### src/rtl/core_pkg.sv
// Shared fetch-path types and constants: datapath width, instruction
// alignment, default reset PC, and the fetch FSM state encoding.
package core_pkg;

    localparam int unsigned XLEN             = 32;
    localparam int unsigned INSTR_ALIGN_BITS = 2;

    localparam logic [XLEN-1:0] DEFAULT_RESET_PC = 32'h0000_0000;
    localparam int unsigned     DEFAULT_PC_STEP  = 4;

    typedef enum logic [1:0] {
        IDLE,
        REQ,
        WAIT,
        HOLD
    } fetch_state_e;

    // Force an address onto an instruction boundary.
    function automatic logic [XLEN-1:0] align_pc(input logic [XLEN-1:0] addr);
        return {addr[XLEN-1:INSTR_ALIGN_BITS], {INSTR_ALIGN_BITS{1'b0}}};
    endfunction

    // True when an address does not sit on an instruction boundary.
    function automatic logic is_misaligned(input logic [XLEN-1:0] addr);
        return |addr[INSTR_ALIGN_BITS-1:0];
    endfunction

endpackage

### src/rtl/pc_fetch_sequencer_if.sv
// Fetch-side bus: instruction-memory request/response channels plus the
// instruction hand-off channel to decode.
interface pc_fetch_sequencer_if;
    import core_pkg::*;

    logic            imem_req_valid;
    logic [XLEN-1:0] imem_req_addr;
    logic            imem_req_ready;
    logic            imem_rsp_valid;
    logic [XLEN-1:0] imem_rsp_data;
    logic            instr_valid;
    logic [XLEN-1:0] instr;
    logic [XLEN-1:0] instr_pc;
    logic            instr_ready;

    // View of the fetch sequencer.
    modport master (
        output imem_req_valid,
        output imem_req_addr,
        input  imem_req_ready,
        input  imem_rsp_valid,
        input  imem_rsp_data,
        output instr_valid,
        output instr,
        output instr_pc,
        input  instr_ready
    );

    // View of the memory and decode side.
    modport slave (
        input  imem_req_valid,
        input  imem_req_addr,
        output imem_req_ready,
        output imem_rsp_valid,
        output imem_rsp_data,
        input  instr_valid,
        input  instr,
        input  instr_pc,
        output instr_ready
    );

endinterface

### src/rtl/pc_fetch_sequencer_pc_reg.sv
// Architectural program counter. Selects between hold, sequential advance
// and branch redirect (redirect wins), and flags misaligned branch targets.
// next_pc is exposed combinationally so the fetch FSM can launch the
// following request from the same edge that updates the PC.
module pc_reg
    import core_pkg::*;
#(
    parameter logic [XLEN-1:0] RESET_PC = DEFAULT_RESET_PC,
    parameter int unsigned     PC_STEP  = DEFAULT_PC_STEP
) (
    input  logic            clk,
    input  logic            rst_n,
    input  logic            redirect,
    input  logic [XLEN-1:0] target,
    input  logic            advance,
    input  logic [XLEN-1:0] base,
    output logic [XLEN-1:0] next_pc,
    output logic            misalign_err
);

    logic [XLEN-1:0] pc;

    // Next-PC select: redirect has priority over the sequential step.
    always_comb begin
        next_pc = pc;
        if (redirect) begin
            next_pc = align_pc(target);
        end else if (advance) begin
            next_pc = base + XLEN'(PC_STEP);
        end
    end

    // PC register and one-cycle misalignment pulse.
    always_ff @(posedge clk or negedge rst_n) begin
        if (!rst_n) begin
            pc           <= RESET_PC;
            misalign_err <= 1'b0;
        end else begin
            pc           <= next_pc;
            misalign_err <= redirect && is_misaligned(target);
        end
    end

endmodule

### src/rtl/pc_fetch_sequencer.sv
// Fetch sequencer: owns the PC, keeps one instruction-memory request in
// flight, and hands fetched words plus their PC to decode. A branch that
// lands while a fetch is in flight sets kill so the stale response is
// dropped and the fetch restarts at the redirected PC.
module pc_fetch_sequencer
    import core_pkg::*;
#(
    parameter logic [XLEN-1:0] RESET_PC = DEFAULT_RESET_PC,
    parameter int unsigned     PC_STEP  = DEFAULT_PC_STEP
) (
    input  logic                      clk,
    input  logic                      rst_n,
    pc_fetch_sequencer_if.master      fetch,
    input  logic                      branch_taken,
    input  logic [XLEN-1:0]           branch_target,
    output logic                      misalign_err
);

    fetch_state_e    state;
    logic [XLEN-1:0] req_addr;
    logic            req_valid;
    logic            kill;
    logic            instr_valid_q;
    logic [XLEN-1:0] instr_q;
    logic [XLEN-1:0] instr_pc_q;
    logic [XLEN-1:0] next_pc;
    logic            advance;

    // Sequential step only when decode takes the held instruction.
    assign advance = (state == HOLD) && fetch.instr_ready;

    pc_reg #(
        .RESET_PC (RESET_PC),
        .PC_STEP  (PC_STEP)
    ) u_pc_reg (
        .clk          (clk),
        .rst_n        (rst_n),
        .redirect     (branch_taken),
        .target       (branch_target),
        .advance      (advance),
        .base         (instr_pc_q),
        .next_pc      (next_pc),
        .misalign_err (misalign_err)
    );

    assign fetch.imem_req_valid = req_valid;
    assign fetch.imem_req_addr  = req_addr;
    assign fetch.instr_valid    = instr_valid_q;
    assign fetch.instr          = instr_q;
    assign fetch.instr_pc       = instr_pc_q;

    // Fetch FSM with registered request and decode-side outputs.
    always_ff @(posedge clk or negedge rst_n) begin
        if (!rst_n) begin
            state         <= IDLE;
            req_addr      <= RESET_PC;
            req_valid     <= 1'b0;
            kill          <= 1'b0;
            instr_valid_q <= 1'b0;
            instr_q       <= '0;
            instr_pc_q    <= '0;
        end else begin
            case (state)
                IDLE: begin
                    req_addr  <= next_pc;
                    req_valid <= 1'b1;
                    state     <= REQ;
                end
                REQ: begin
                    // Address stays put while stalled; a redirect only marks
                    // the in-flight fetch for discard.
                    if (branch_taken) begin
                        kill <= 1'b1;
                    end
                    if (fetch.imem_req_ready) begin
                        req_valid <= 1'b0;
                        state     <= WAIT;
                    end
                end
                WAIT: begin
                    if (fetch.imem_rsp_valid) begin
                        if (kill || branch_taken) begin
                            kill      <= 1'b0;
                            req_addr  <= next_pc;
                            req_valid <= 1'b1;
                            state     <= REQ;
                        end else begin
                            instr_q       <= fetch.imem_rsp_data;
                            instr_pc_q    <= req_addr;
                            instr_valid_q <= 1'b1;
                            state         <= HOLD;
                        end
                    end else if (branch_taken) begin
                        kill <= 1'b1;
                    end
                end
                HOLD: begin
                    // next_pc is either the redirect target or instr_pc + step.
                    if (branch_taken || fetch.instr_ready) begin
                        instr_valid_q <= 1'b0;
                        req_addr      <= next_pc;
                        req_valid     <= 1'b1;
                        state         <= REQ;
                    end
                end
                default: begin
                    state <= IDLE;
                end
            endcase
        end
    end

endmodule
### src/flat_wrapper.sv
// flat-port wrapper written by rule: the top's interface ports become plain ports
module pc_fetch_sequencer_flat import core_pkg::*;
#(
    parameter logic [XLEN-1:0] RESET_PC = DEFAULT_RESET_PC,
    parameter int unsigned     PC_STEP  = DEFAULT_PC_STEP
)
  (clk, rst_n, branch_taken, branch_target, misalign_err, fetch_imem_req_valid, fetch_imem_req_addr, fetch_imem_req_ready, fetch_imem_rsp_valid, fetch_imem_rsp_data, fetch_instr_valid, fetch_instr, fetch_instr_pc, fetch_instr_ready);
  pc_fetch_sequencer_if fetch_i ();
  input  logic clk;
  input  logic rst_n;
  input  logic branch_taken;
  input  logic [XLEN-1:0] branch_target;
  output logic misalign_err;
  output wire logic [$bits(fetch_i.imem_req_valid)-1:0] fetch_imem_req_valid;
  output wire logic [$bits(fetch_i.imem_req_addr)-1:0] fetch_imem_req_addr;
  input wire logic [$bits(fetch_i.imem_req_ready)-1:0] fetch_imem_req_ready;
  input wire logic [$bits(fetch_i.imem_rsp_valid)-1:0] fetch_imem_rsp_valid;
  input wire logic [$bits(fetch_i.imem_rsp_data)-1:0] fetch_imem_rsp_data;
  output wire logic [$bits(fetch_i.instr_valid)-1:0] fetch_instr_valid;
  output wire logic [$bits(fetch_i.instr)-1:0] fetch_instr;
  output wire logic [$bits(fetch_i.instr_pc)-1:0] fetch_instr_pc;
  input wire logic [$bits(fetch_i.instr_ready)-1:0] fetch_instr_ready;
  assign fetch_imem_req_valid = fetch_i.imem_req_valid;
  assign fetch_imem_req_addr = fetch_i.imem_req_addr;
  assign fetch_i.imem_req_ready = fetch_imem_req_ready;
  assign fetch_i.imem_rsp_valid = fetch_imem_rsp_valid;
  assign fetch_i.imem_rsp_data = fetch_imem_rsp_data;
  assign fetch_instr_valid = fetch_i.instr_valid;
  assign fetch_instr = fetch_i.instr;
  assign fetch_instr_pc = fetch_i.instr_pc;
  assign fetch_i.instr_ready = fetch_instr_ready;
  pc_fetch_sequencer #(.RESET_PC(RESET_PC), .PC_STEP(PC_STEP)) u_core (.clk(clk), .rst_n(rst_n), .fetch(fetch_i), .branch_taken(branch_taken), .branch_target(branch_target), .misalign_err(misalign_err));
endmodule
### config.mk
export PLATFORM = sky130hd
export DESIGN_NAME = pc_fetch_sequencer_flat
export DESIGN_NICKNAME = d
export VERILOG_FILES = /design/src/rtl/core_pkg.sv /design/src/rtl/pc_fetch_sequencer_if.sv /design/src/rtl/pc_fetch_sequencer_pc_reg.sv /design/src/rtl/pc_fetch_sequencer.sv /design/src/flat_wrapper.sv
export SDC_FILE = /design/constraint.sdc
export NUM_CORES = 1
export LEC_CHECK = 0
export CAP_MARGIN = 25
export CORE_MARGIN = 2
export CORE_UTILIZATION = 53
export CTS_BUF_LIST = sky130_fd_sc_hd__clkbuf_4
export DETAILED_ROUTE_END_ITERATION = 6
export GPL_ROUTABILITY_DRIVEN = 0
export PLACE_DENSITY = 0.88
export RECOVER_POWER = 25
export SLEW_MARGIN = 20
export SYNTH_ARGS = -nofsm -noshare
export SYNTH_HDL_FRONTEND = slang
export SYNTH_HIERARCHICAL = 1
export SYNTH_SLANG_ARGS = --single-unit
### constraint.sdc
create_clock -name clk -period 5.45 [get_ports clk]
set_input_delay 0.545 -clock clk [delete_from_list [all_inputs] [get_ports clk]]
set_output_delay 0.545 -clock clk [all_outputs]
set_load 0.05 [all_outputs]
==> metrics.md, run 1 <==
| Metric | Value |
|---|---|
| Status | `finished with violations` |
| Final min period | `3.348 ns` |
| Startpoint Class | `primary input` |
| Vias per cell | `5.621` |
| Yosys reg bits | `134` |
| Final total power | `4.528 mW` |
| Final setup viols | `0` |
| Worst-Margin Slew | `1.698 ns` |
| VDD IR-drop max | `397.0 uV` |
| Number of global-route vias before repair | `4637` |
| Largest fanout on the critical path | `31` |
| Worst hold path type | `flop to flop` |
| Worst path required time | `5.88 ns` |
| Grt ovf | `0` |
| Setup CP Type | `primary input to flop` |
| Syn nets | `521` |
| Share of cells above drive strength 1 | `18.33%` |
| DRC viols | `0` |
| Core footprint | `10890 sq um` |
| Final Max Slew Viols | `71` |
| Total CTS buffers | `17` |
| Clk slew on worst S/H paths | `0.11 ns` |
| First-pass GRT wire length | `23670 um` |
| PD cells | `568.2 nW/um^2` |
| FILL cells | `730` |
| Hold Fails Final Rpt | `0` |
| Syn Area/Cell | `13.32 sq um` |
| Row cnt | `38` |
| Largest net degree at the start of global routing | `71` |
| EDFF count, synth | `0` |
| Post-cts sizing count | `0` |
| Netlist Area Pre-Place | `5941 sq um` |
| Max-Cap Viols | `1` |
| Multi-input logic area | `2397 sq um` |
| DRT Wirelength | `14930 um` |
| Post-route setup TNS | `0 ns` |
| Io pins | `169` |
| Worst setup EP type | `flop` |
| GRT Total Usage | `26.46%` |
| Synth area leaders | `dfrtp_1, mux2_2, mux2_1` |
| Die area | `12070 sq um` |
| Sequential share of the synthesized area | `56.44%` |
| Top cell type's share of synthesized area | `56.44%` |
| Ys flop type | `dfrtp_1` |
| Antenna diodes | `0` |
| RSZ-0062 raised after global routing | `no` |
| Synth warn | `6` |
| Cells after Synth | `446` |
| HPWL Detailed | `10320 um` |
| Post-synth ARST share | `100.0%` |
| Layout Nets | `695` |
| Clock sinks | `134` |
| Most frequent cell after synthesis | `dfrtp_1` |
| Initial antenna violation count | `0` |
| Final antenna-violating net count | `0` |
| Clock insertion delay at the later pin of the skew report | `0.54 ns` |
| Root Buffer Master | `clkbuf_4` |
| I/O Buffers | `168` |
| Unique masters post-synth | `47` |
| Min Hold Slack | `0.5084 ns` |
| Vias | `4345` |
| Initial core utilization | `54.56%` |
| Clk buf depth | `2` |
| # H-tree levels | `4` |
| Clock skew | `0.01370 ns` |
| Die Wd | `109.9 um` |
| First-pass iteration count of the detailed router | `5` |
| LEAKAGE | `3.473 nW` |
| Avg WL per Cell | `19.31 um` |
| FF/Latch Area | `3353 sq um` |
| Dpl cells | `739` |
| Cell area after layout | `7969 sq um` |
| Placed cell area | `7684 sq um` |
| Syn-to-layout area delta | `34.14%` |
| Final std cells w/o fill | `773` |
| Commonest cells post-synth | `dfrtp_1, mux2_2, o21ai_0` |
| Final period util | `61.44%` |
| Relative slew slack | `-13.21%` |
| Fmax | `0.2987 GHz` |
| Violations in the final reports | `max-capacitance violations, max-slew violations` |
| CP Data Arrival Time | `3.77 ns` |
| Die height | `109.9 um` |
| CTS tree | `yes` |
| 1st-iter DRT viols | `238` |
| Post-synth top area cell | `dfrtp_1` |
-- final timing paths --
kind	start	end	slack, ns	depth (start not counted)
min in group asynchronous	rst_n	u_core/fetch.instr[14]	0.55	2
max in group asynchronous	rst_n	u_core/fetch.instr_pc[10]	2.84	3
hold / removal	u_core/fetch.instr[7]	u_core/fetch.instr[7]	0.51	1
setup reg to reg	u_core/state[0]	u_core/fetch.imem_req_addr[29]	2.62	7
hold reg to reg	u_core/fetch.instr[7]	u_core/fetch.instr[7]	0.51	1
setup / recovery	branch_taken	u_core/fetch.imem_req_addr[29]	2.10	7
-- layer usage --
layer	wire length (um)	share of wire [%]	vias up	global-route usage (%)
met5	0	0	-	0
met4	296	2.0	0	10.58
met3	1505	10	29	11.80
met2	7270	49	205	42.90
met1	5854	39	2150	30.68
li1	-	-	1961	-
-- per-stage QoR --
| step | util (%) | setup slack (ns) |
|---|---|---|
| floorplan | - | 3.000 |
| global placement | 70.57 | 2.218 |
| detailed placement | 70.57 | 2.162 |
| CTS | 73.24 | 2.645 |
| global route | 73.19 | 1.836 |
| finish | 73.19 | 2.102 |
-- worst max-delay path, cell delays in order --
cell	delay [ns]
clkbuf_1	0.75
clkbuf_1	1.14
nor2_1	0.34
buf_4	0.31
a22oi_1	0.19
o21ai_0	0.16
mux2_1	0.33
-- cell families after synthesis --
group	Yosys count	share of synthesized area [%]
fa+ha+maj	5	1.053
compound gates	68	7.561
xor+xnor	26	3.833
flops	134	56.44
buf+inv	30	3.117
mux	106	20.51
simple gates	77	7.477
-- area by class of cell --
type | instances | area share [%]
Inverter | 10 | 0.4710
Sequential cell | 134 | 42.08
Timing Repair Buffer | 175 | 21.65
Clock buffer | 19 | 1.790
Tap cell | 140 | 2.198
Clock inverter | 13 | 1.727
Multi-Input combinational cell | 282 | 30.08
-- cell usage in the layout (no fill, tap or decap), drive strengths merged, types with 4 or more instances in the layout --
| cell type | netlist | layout |
|---|---|---|
| xnor2 | 5 | 5 |
| nand4 | 10 | 10 |
| xor2 | 21 | 21 |
| clkbuf | 5 | 22 |
| buf | 15 | 5 |
| o21ai | 33 | 33 |
| dfrtp | 134 | 134 |
| mux2i | 10 | 10 |
| nand3 | 17 | 17 |
| ha | 5 | 5 |
| mux2 | 96 | 96 |
| and3 | 4 | 4 |
| a22oi | 18 | 18 |
| nor2 | 12 | 12 |
| nand2 | 18 | 18 |
| nor3 | 4 | 4 |
| clkinv | 0 | 8 |
| clkdlybuf4s50 | 0 | 166 |
| inv | 10 | 10 |
-- report_power, final --
group,switching [mW],internal (mW)
registers,0.296,1.31
clock network,0.347,0.317
logic,1.41,0.844
-- timing repair --
item	4_1_cts	5_1_grt
hold endpoints to repair	64	0
buffers inserted	0	0
hold buffers	1	0
Note: power is estimated with default switching activity, not from simulation.
==> run 2, diff against run 1 <==
--- a/config.mk
+++ b/config.mk
@@ -7,11 +7,11 @@
 export LEC_CHECK = 0
 export CAP_MARGIN = 25
 export CORE_MARGIN = 2
-export CORE_UTILIZATION = 53
+export CORE_UTILIZATION = 45
 export CTS_BUF_LIST = sky130_fd_sc_hd__clkbuf_4
 export DETAILED_ROUTE_END_ITERATION = 6
 export GPL_ROUTABILITY_DRIVEN = 0
-export PLACE_DENSITY = 0.88
+export PLACE_DENSITY = 0.79
 export RECOVER_POWER = 25
 export SLEW_MARGIN = 20
 export SYNTH_ARGS = -nofsm -noshare
==> constraint.sdc (replaced) <==
create_clock -name clk -period 2.9 [get_ports clk]
set_input_delay 0.29 -clock clk [delete_from_list [all_inputs] [get_ports clk]]
set_output_delay 0.29 -clock clk [all_outputs]
set_load 0.05 [all_outputs]
==> metrics.md, run 2 (synthesized netlist as in run 1, its figures left out) <==
| Metric | Value |
|---|---|
| Status | `finished with violations` |
| Violations in the final reports | `max-capacitance violations, max-slew violations` |
| Most frequent cells in the layout | `clkdlybuf4s50_1, dfrtp_1, mux2_2` |
| WHS Endpoint | `u_core/u_pc_reg/misalign_err` |
| PD cells | `1049 nW/um^2` |
| FILL cells | `968` |
| Avg WL per Cell | `17.41 um` |
| Clk slew on worst S/H paths | `0.11 ns` |
| Row cnt | `41` |
| Setup Fix Bufs, Post-CTS | `0` |
| GRT Total Usage | `20.89%` |
| Vias | `4187` |
| Hold path startpoint | `branch_target[0]` |
| Syn-to-layout area delta | `35.53%` |
| VDD IR-drop max | `695.9 uV` |
| Number of global-route vias before repair | `4496` |
| Clock insertion delay at the later pin of the skew report | `0.52 ns` |
| Clock sinks | `134` |
| LEAKAGE | `3.513 nW` |
| CTS tree | `yes` |
| Final min period | `2.409 ns` |
| Initial antenna violation count | `0` |
| Final period util | `83.06%` |
| Worst-Margin Slew | `1.785 ns` |
| RSZ-0062 raised after global routing | `no` |
| Clock skew | `0.01458 ns` |
| Hold Fails Final Rpt | `0` |
| First-pass GRT wire length | `23150 um` |
| Hold_buf cts | `1` |
| Clk buf depth | `2` |
| Largest net degree at the start of global routing | `72` |
| Share of cells above drive strength 1 | `19.47%` |
| Post-cts sizing count | `0` |
| Final Max Slew Viols | `99` |
| Io pins | `169` |
| Root Buffer Master | `clkbuf_4` |
| Worst setup EP type | `flop` |
| Die Wd | `118.9 um` |
| Utilization after layout | `63.03%` |
| I/O Buffers | `168` |
| # H-tree levels | `4` |
| Startpoint Class | `primary input` |
| Flop2flop setup slack | `0.61 ns` |
| DRC viols | `0` |
| Setup CP Type | `primary input to flop` |
| Worst path required time | `3.31 ns` |
| Reg-to-reg endpoint | `u_core/fetch.imem_req_addr[31]` |
| Hold Crit Depth | `2` |
| Reg-to-reg critical path startpoint | `u_core/fetch.instr_pc[4]` |
| Die height | `118.9 um` |
| Core footprint | `12770 sq um` |
| Most common cell after layout, fill and taps aside | `clkdlybuf4s50_1` |
| CP Data Arrival Time | `2.82 ns` |
| Grt ovf | `0` |
| Fmax | `0.4152 GHz` |
| Initial core utilization | `46.51%` |
| Relative slew slack | `-19.03%` |
| Antenna diodes | `0` |
| Total CTS buffers | `17` |
| DRT Wirelength | `14080 um` |
| Final antenna-violating net count | `0` |
| First-pass iteration count of the detailed router | `4` |
| Post-route setup TNS | `0 ns` |
| R2R cell count | `6` |
| 1st-iter DRT viols | `277` |
| Max-Cap Viols | `2` |
| Final setup viols | `0` |
| Die area | `14140 sq um` |
| Worst hold path type | `primary input to flop` |
| Layout Nets | `699` |
| HPWL Detailed | `9826 um` |
| Largest fanout on the critical path | `27` |
| Vias per cell | `5.176` |
[run 2: worst max-delay path by stage]
stage / end / startpoint / cells past startpoint / slack [ns]
global placement: u_core/fetch.imem_req_addr[24] / fetch_instr_ready / 6 / 0.57
floorplan: u_core/fetch.imem_req_addr[20] / u_core/fetch.instr_pc[2] / 7 / 0.45
finish: u_core/fetch.imem_req_addr[24] / branch_taken / 6 / 0.49
CTS: u_core/fetch.imem_req_addr[29] / u_core/fetch.instr_pc[4] / 6 / 0.59
global route: u_core/fetch.imem_req_addr[27] / branch_taken / 6 / 0.34
detailed placement: u_core/fetch.imem_req_addr[15] / fetch_instr_ready / 6 / 0.51
[run 2: through the flow]
step           instances  power, mW  setup slack (ns)  hold slack (ns)  instance area (sq um)
2_1_floorplan        446      5.766            0.4505        -0.005591                   5941
3_3_place_gp         776      7.186            0.5742           0.3312                   7774
3_5_place_dp         776      7.284            0.5072           0.3431                   7774
4_1_cts              809      8.536            0.5950           0.2808                   8059
5_1_grt              809      8.860            0.3391           0.2989                   8051
6_report             809      8.447            0.4913           0.3565                   8051
[run 2: final cells by class]
class | instances | area [sq um] | area share (%)
inverter | 10 | 37.54 | 0.4662
clock buffer | 18 | 135.1 | 1.678
tap | 172 | 215.2 | 2.673
sequential | 134 | 3353 | 41.65
timing repair buffer | 179 | 1768 | 21.96
multi-input combinational | 282 | 2402 | 29.84
clock inverter | 14 | 140.1 | 1.740
[run 2: report_power, final]
part | switching (mW) | internal (mW)
logic | 2.63 | 1.60
clock network | 0.630 | 0.585
registers | 0.536 | 2.46
[run 2: per-layer routing]
metal | track usage, % | vias to the layer above | wire, um
met1 | 26.10 | 2071 | 5975
met4 | 6.027 | 0 | 115
met3 | 7.854 | 8 | 1081
li1 | - | 1967 | -
met5 | 0 | - | 0
met2 | 33.98 | 141 | 6909
[run 2: worst max-delay path, cell delays in order]
cell and delay, ns:
clkbuf_1 1.07, nor2_1 0.46, buf_4 0.35, a22oi_1 0.14, o21ai_0 0.16, mux2_1 0.33
==> run 3, diff against run 2 <==
--- a/config.mk
+++ b/config.mk
@@ -7,11 +7,11 @@
 export LEC_CHECK = 0
 export CAP_MARGIN = 25
 export CORE_MARGIN = 2
-export CORE_UTILIZATION = 45
+export CORE_UTILIZATION = 49
 export CTS_BUF_LIST = sky130_fd_sc_hd__clkbuf_4
 export DETAILED_ROUTE_END_ITERATION = 6
 export GPL_ROUTABILITY_DRIVEN = 0
-export PLACE_DENSITY = 0.79
+export PLACE_DENSITY = 0.82
 export RECOVER_POWER = 25
 export SLEW_MARGIN = 20
 export SYNTH_ARGS = -nofsm -noshare
==> constraint.sdc (replaced) <==
create_clock -name clk -period 2.39 [get_ports clk]
set_input_delay 0.239 -clock clk [delete_from_list [all_inputs] [get_ports clk]]
set_output_delay 0.239 -clock clk [all_outputs]
set_load 0.05 [all_outputs]
==> metrics.md, run 3 (synthesized netlist as in run 1, its figures left out) <==
| Metric | Value |
|---|---|
| Hold path startpoint | `branch_target[0]` |
| Die height | `114.1 um` |
| Violations in the final reports | `max-capacitance violations, max-slew violations` |
| Relative slew slack | `-3.465%` |
| Initial core utilization | `49.87%` |
| Share of cells above drive strength 1 | `19.94%` |
| First-pass GRT wire length | `23420 um` |
| Final antenna-violating net count | `0` |
| Core footprint | `11910 sq um` |
| Crit path from | `u_core/fetch.instr_pc[14]` |
| R2R cell count | `6` |
| Io pins | `169` |
| Final period util | `90.48%` |
| Worst hold path type | `primary input to flop` |
| Final setup viols | `0` |
| Min Hold Slack | `0.3023 ns` |
| Most frequent CP cell | `and3_1` |
| Worst path required time | `2.81 ns` |
| Reg-to-reg critical path startpoint | `u_core/fetch.instr_pc[14]` |
| Fmax | `0.4624 GHz` |
| Clock skew | `0.01627 ns` |
| First-pass iteration count of the detailed router | `5` |
| Clock insertion delay at the later pin of the skew report | `0.53 ns` |
| Post-route setup TNS | `0 ns` |
| Final min period | `2.163 ns` |
| Antenna diodes | `0` |
| CP Data Arrival Time | `2.58 ns` |
| CTS tree | `yes` |
| Worst setup EP type | `flop` |
| LEAKAGE | `3.520 nW` |
| Worst-Margin Slew | `1.552 ns` |
| Die area | `13020 sq um` |
| Reg-to-reg endpoint | `u_core/fetch.imem_req_addr[23]` |
| Grt ovf | `0` |
| Vias per cell | `5.474` |
| GRT Total Usage | `23.39%` |
| WHS Endpoint | `u_core/u_pc_reg/misalign_err` |
| DRT Wirelength | `14620 um` |
| Avg WL per Cell | `18.53 um` |
| DRC viols | `0` |
| Initial antenna violation count | `0` |
| Layout Nets | `704` |
| FILL cells | `915` |
| Hold Fails Final Rpt | `0` |
| Post-cts sizing count | `0` |
| Root Buffer Master | `clkbuf_4` |
| Max incr delay on CP | `0.56 ns` |
| Syn-to-layout area delta | `35.87%` |
| Clk slew on worst S/H paths | `0.12 ns` |
| Total CTS buffers | `17` |
| Final Max Slew Viols | `60` |
| Startpoint Class | `flop` |
| Largest net degree at the start of global routing | `61` |
| Flop2flop setup slack | `0.23 ns` |
| 1st-iter DRT viols | `136` |
| I/O Buffers | `168` |
| Status | `finished with violations` |
| Clk buf depth | `2` |
| Max-Cap Viols | `1` |
| Hold Crit Depth | `2` |
| Vias | `4319` |
| RSZ-0062 raised after global routing | `no` |
| Number of global-route vias before repair | `4667` |
| Most common cell after layout, fill and taps aside | `clkdlybuf4s50_1` |
| Slowest-stage cell, CP | `and3_1` |
| HPWL Detailed | `10280 um` |
| Largest fanout on the critical path | `15` |
| # H-tree levels | `4` |
| Die Wd | `114.1 um` |
| PD cells | `1267 nW/um^2` |
| Critical path, cell by cell | `and3_1 -> and3_1 -> nand4_1 -> xor2_1 -> o21ai_0 -> mux2_2` |
| Most frequent cells in the layout | `clkdlybuf4s50_1, dfrtp_1, mux2_2` |
| Clock sinks | `134` |
| Setup CP Type | `flop to flop` |
| Row cnt | `40` |
| VDD IR-drop max | `756.8 uV` |
run 3: timing repair:
| item | 4_1_cts | 5_1_grt |
|---|---|---|
| setup buffers | 0 | 1 |
| setup endpoints to repair | 0 | 4 |
| hold buffers | 1 | 0 |
| endpoints found under the hold margin | 58 | 0 |
run 3: power breakdown:
part           total [mW]  switching (mW)  internal [mW]
combinational        5.20            3.23           1.97
clock                1.38           0.781          0.601
sequential           3.64           0.655           2.99
run 3: through the flow:
| step | area, sq um | setup slack, ns | cells | power (mW) | utilization, % |
|---|---|---|---|---|---|
| after floorplan | 5943 | 0.1147 | 446 | 6.999 | - |
| after global placement | 7800 | 0.2672 | 755 | 8.773 | 65.48 |
| after detailed placement | 7800 | 0.1005 | 755 | 8.903 | 65.48 |
| after CTS | 8061 | 0.07849 | 788 | 10.32 | 67.68 |
| after global routing | 8071 | 0.1062 | 789 | 10.72 | 67.76 |
| final | 8071 | 0.2275 | 789 | 10.22 | 67.76 |
run 3: area by class of cell:
type / count / area [sq um] / share of cell area [%]
clock inverter: 14 / 116.4 / 1.442
timing repair buffer: 184 / 1841 / 22.80
clock buffer: 18 / 135.1 / 1.674
sequential: 134 / 3356 / 41.57
inverter: 10 / 37.54 / 0.4650
multi-input combinational: 282 / 2402 / 29.76
tap: 147 / 183.9 / 2.279
run 3: per-layer routing:
metal | part of all wire (%) | vias up | track usage [%] | wire [um]
met5 | 0 | - | 0 | 0
met2 | 49 | 182 | 39.21 | 7122
met3 | 11 | 26 | 10.11 | 1549
met4 | 1.8 | 0 | 8.699 | 270
li1 | - | 1981 | - | -
met1 | 39 | 2130 | 26.66 | 5673
run 3: worst max path at each step:
stage / slack (ns) / endpoint
final: 0.23 / u_core/fetch.imem_req_addr[23]
after global routing: 0.11 / u_core/fetch.imem_req_addr[29]
after CTS: 0.08 / u_core/fetch.imem_req_addr[27]
after detailed placement: 0.10 / u_core/fetch.imem_req_addr[23]
after global placement: 0.27 / u_core/fetch.imem_req_addr[27]
after floorplan: 0.11 / u_core/fetch.imem_req_addr[20]
run 3: critical path: cells and delay by family, from the launching register on:
| family | cells | cell delay (ns) |
|---|---|---|
| compound gates | 1 | 0.12 |
| xor+xnor | 1 | 0.18 |
| flops | 1 | 0.46 |
| mux | 1 | 0.28 |
| simple gates | 3 | 1.01 |
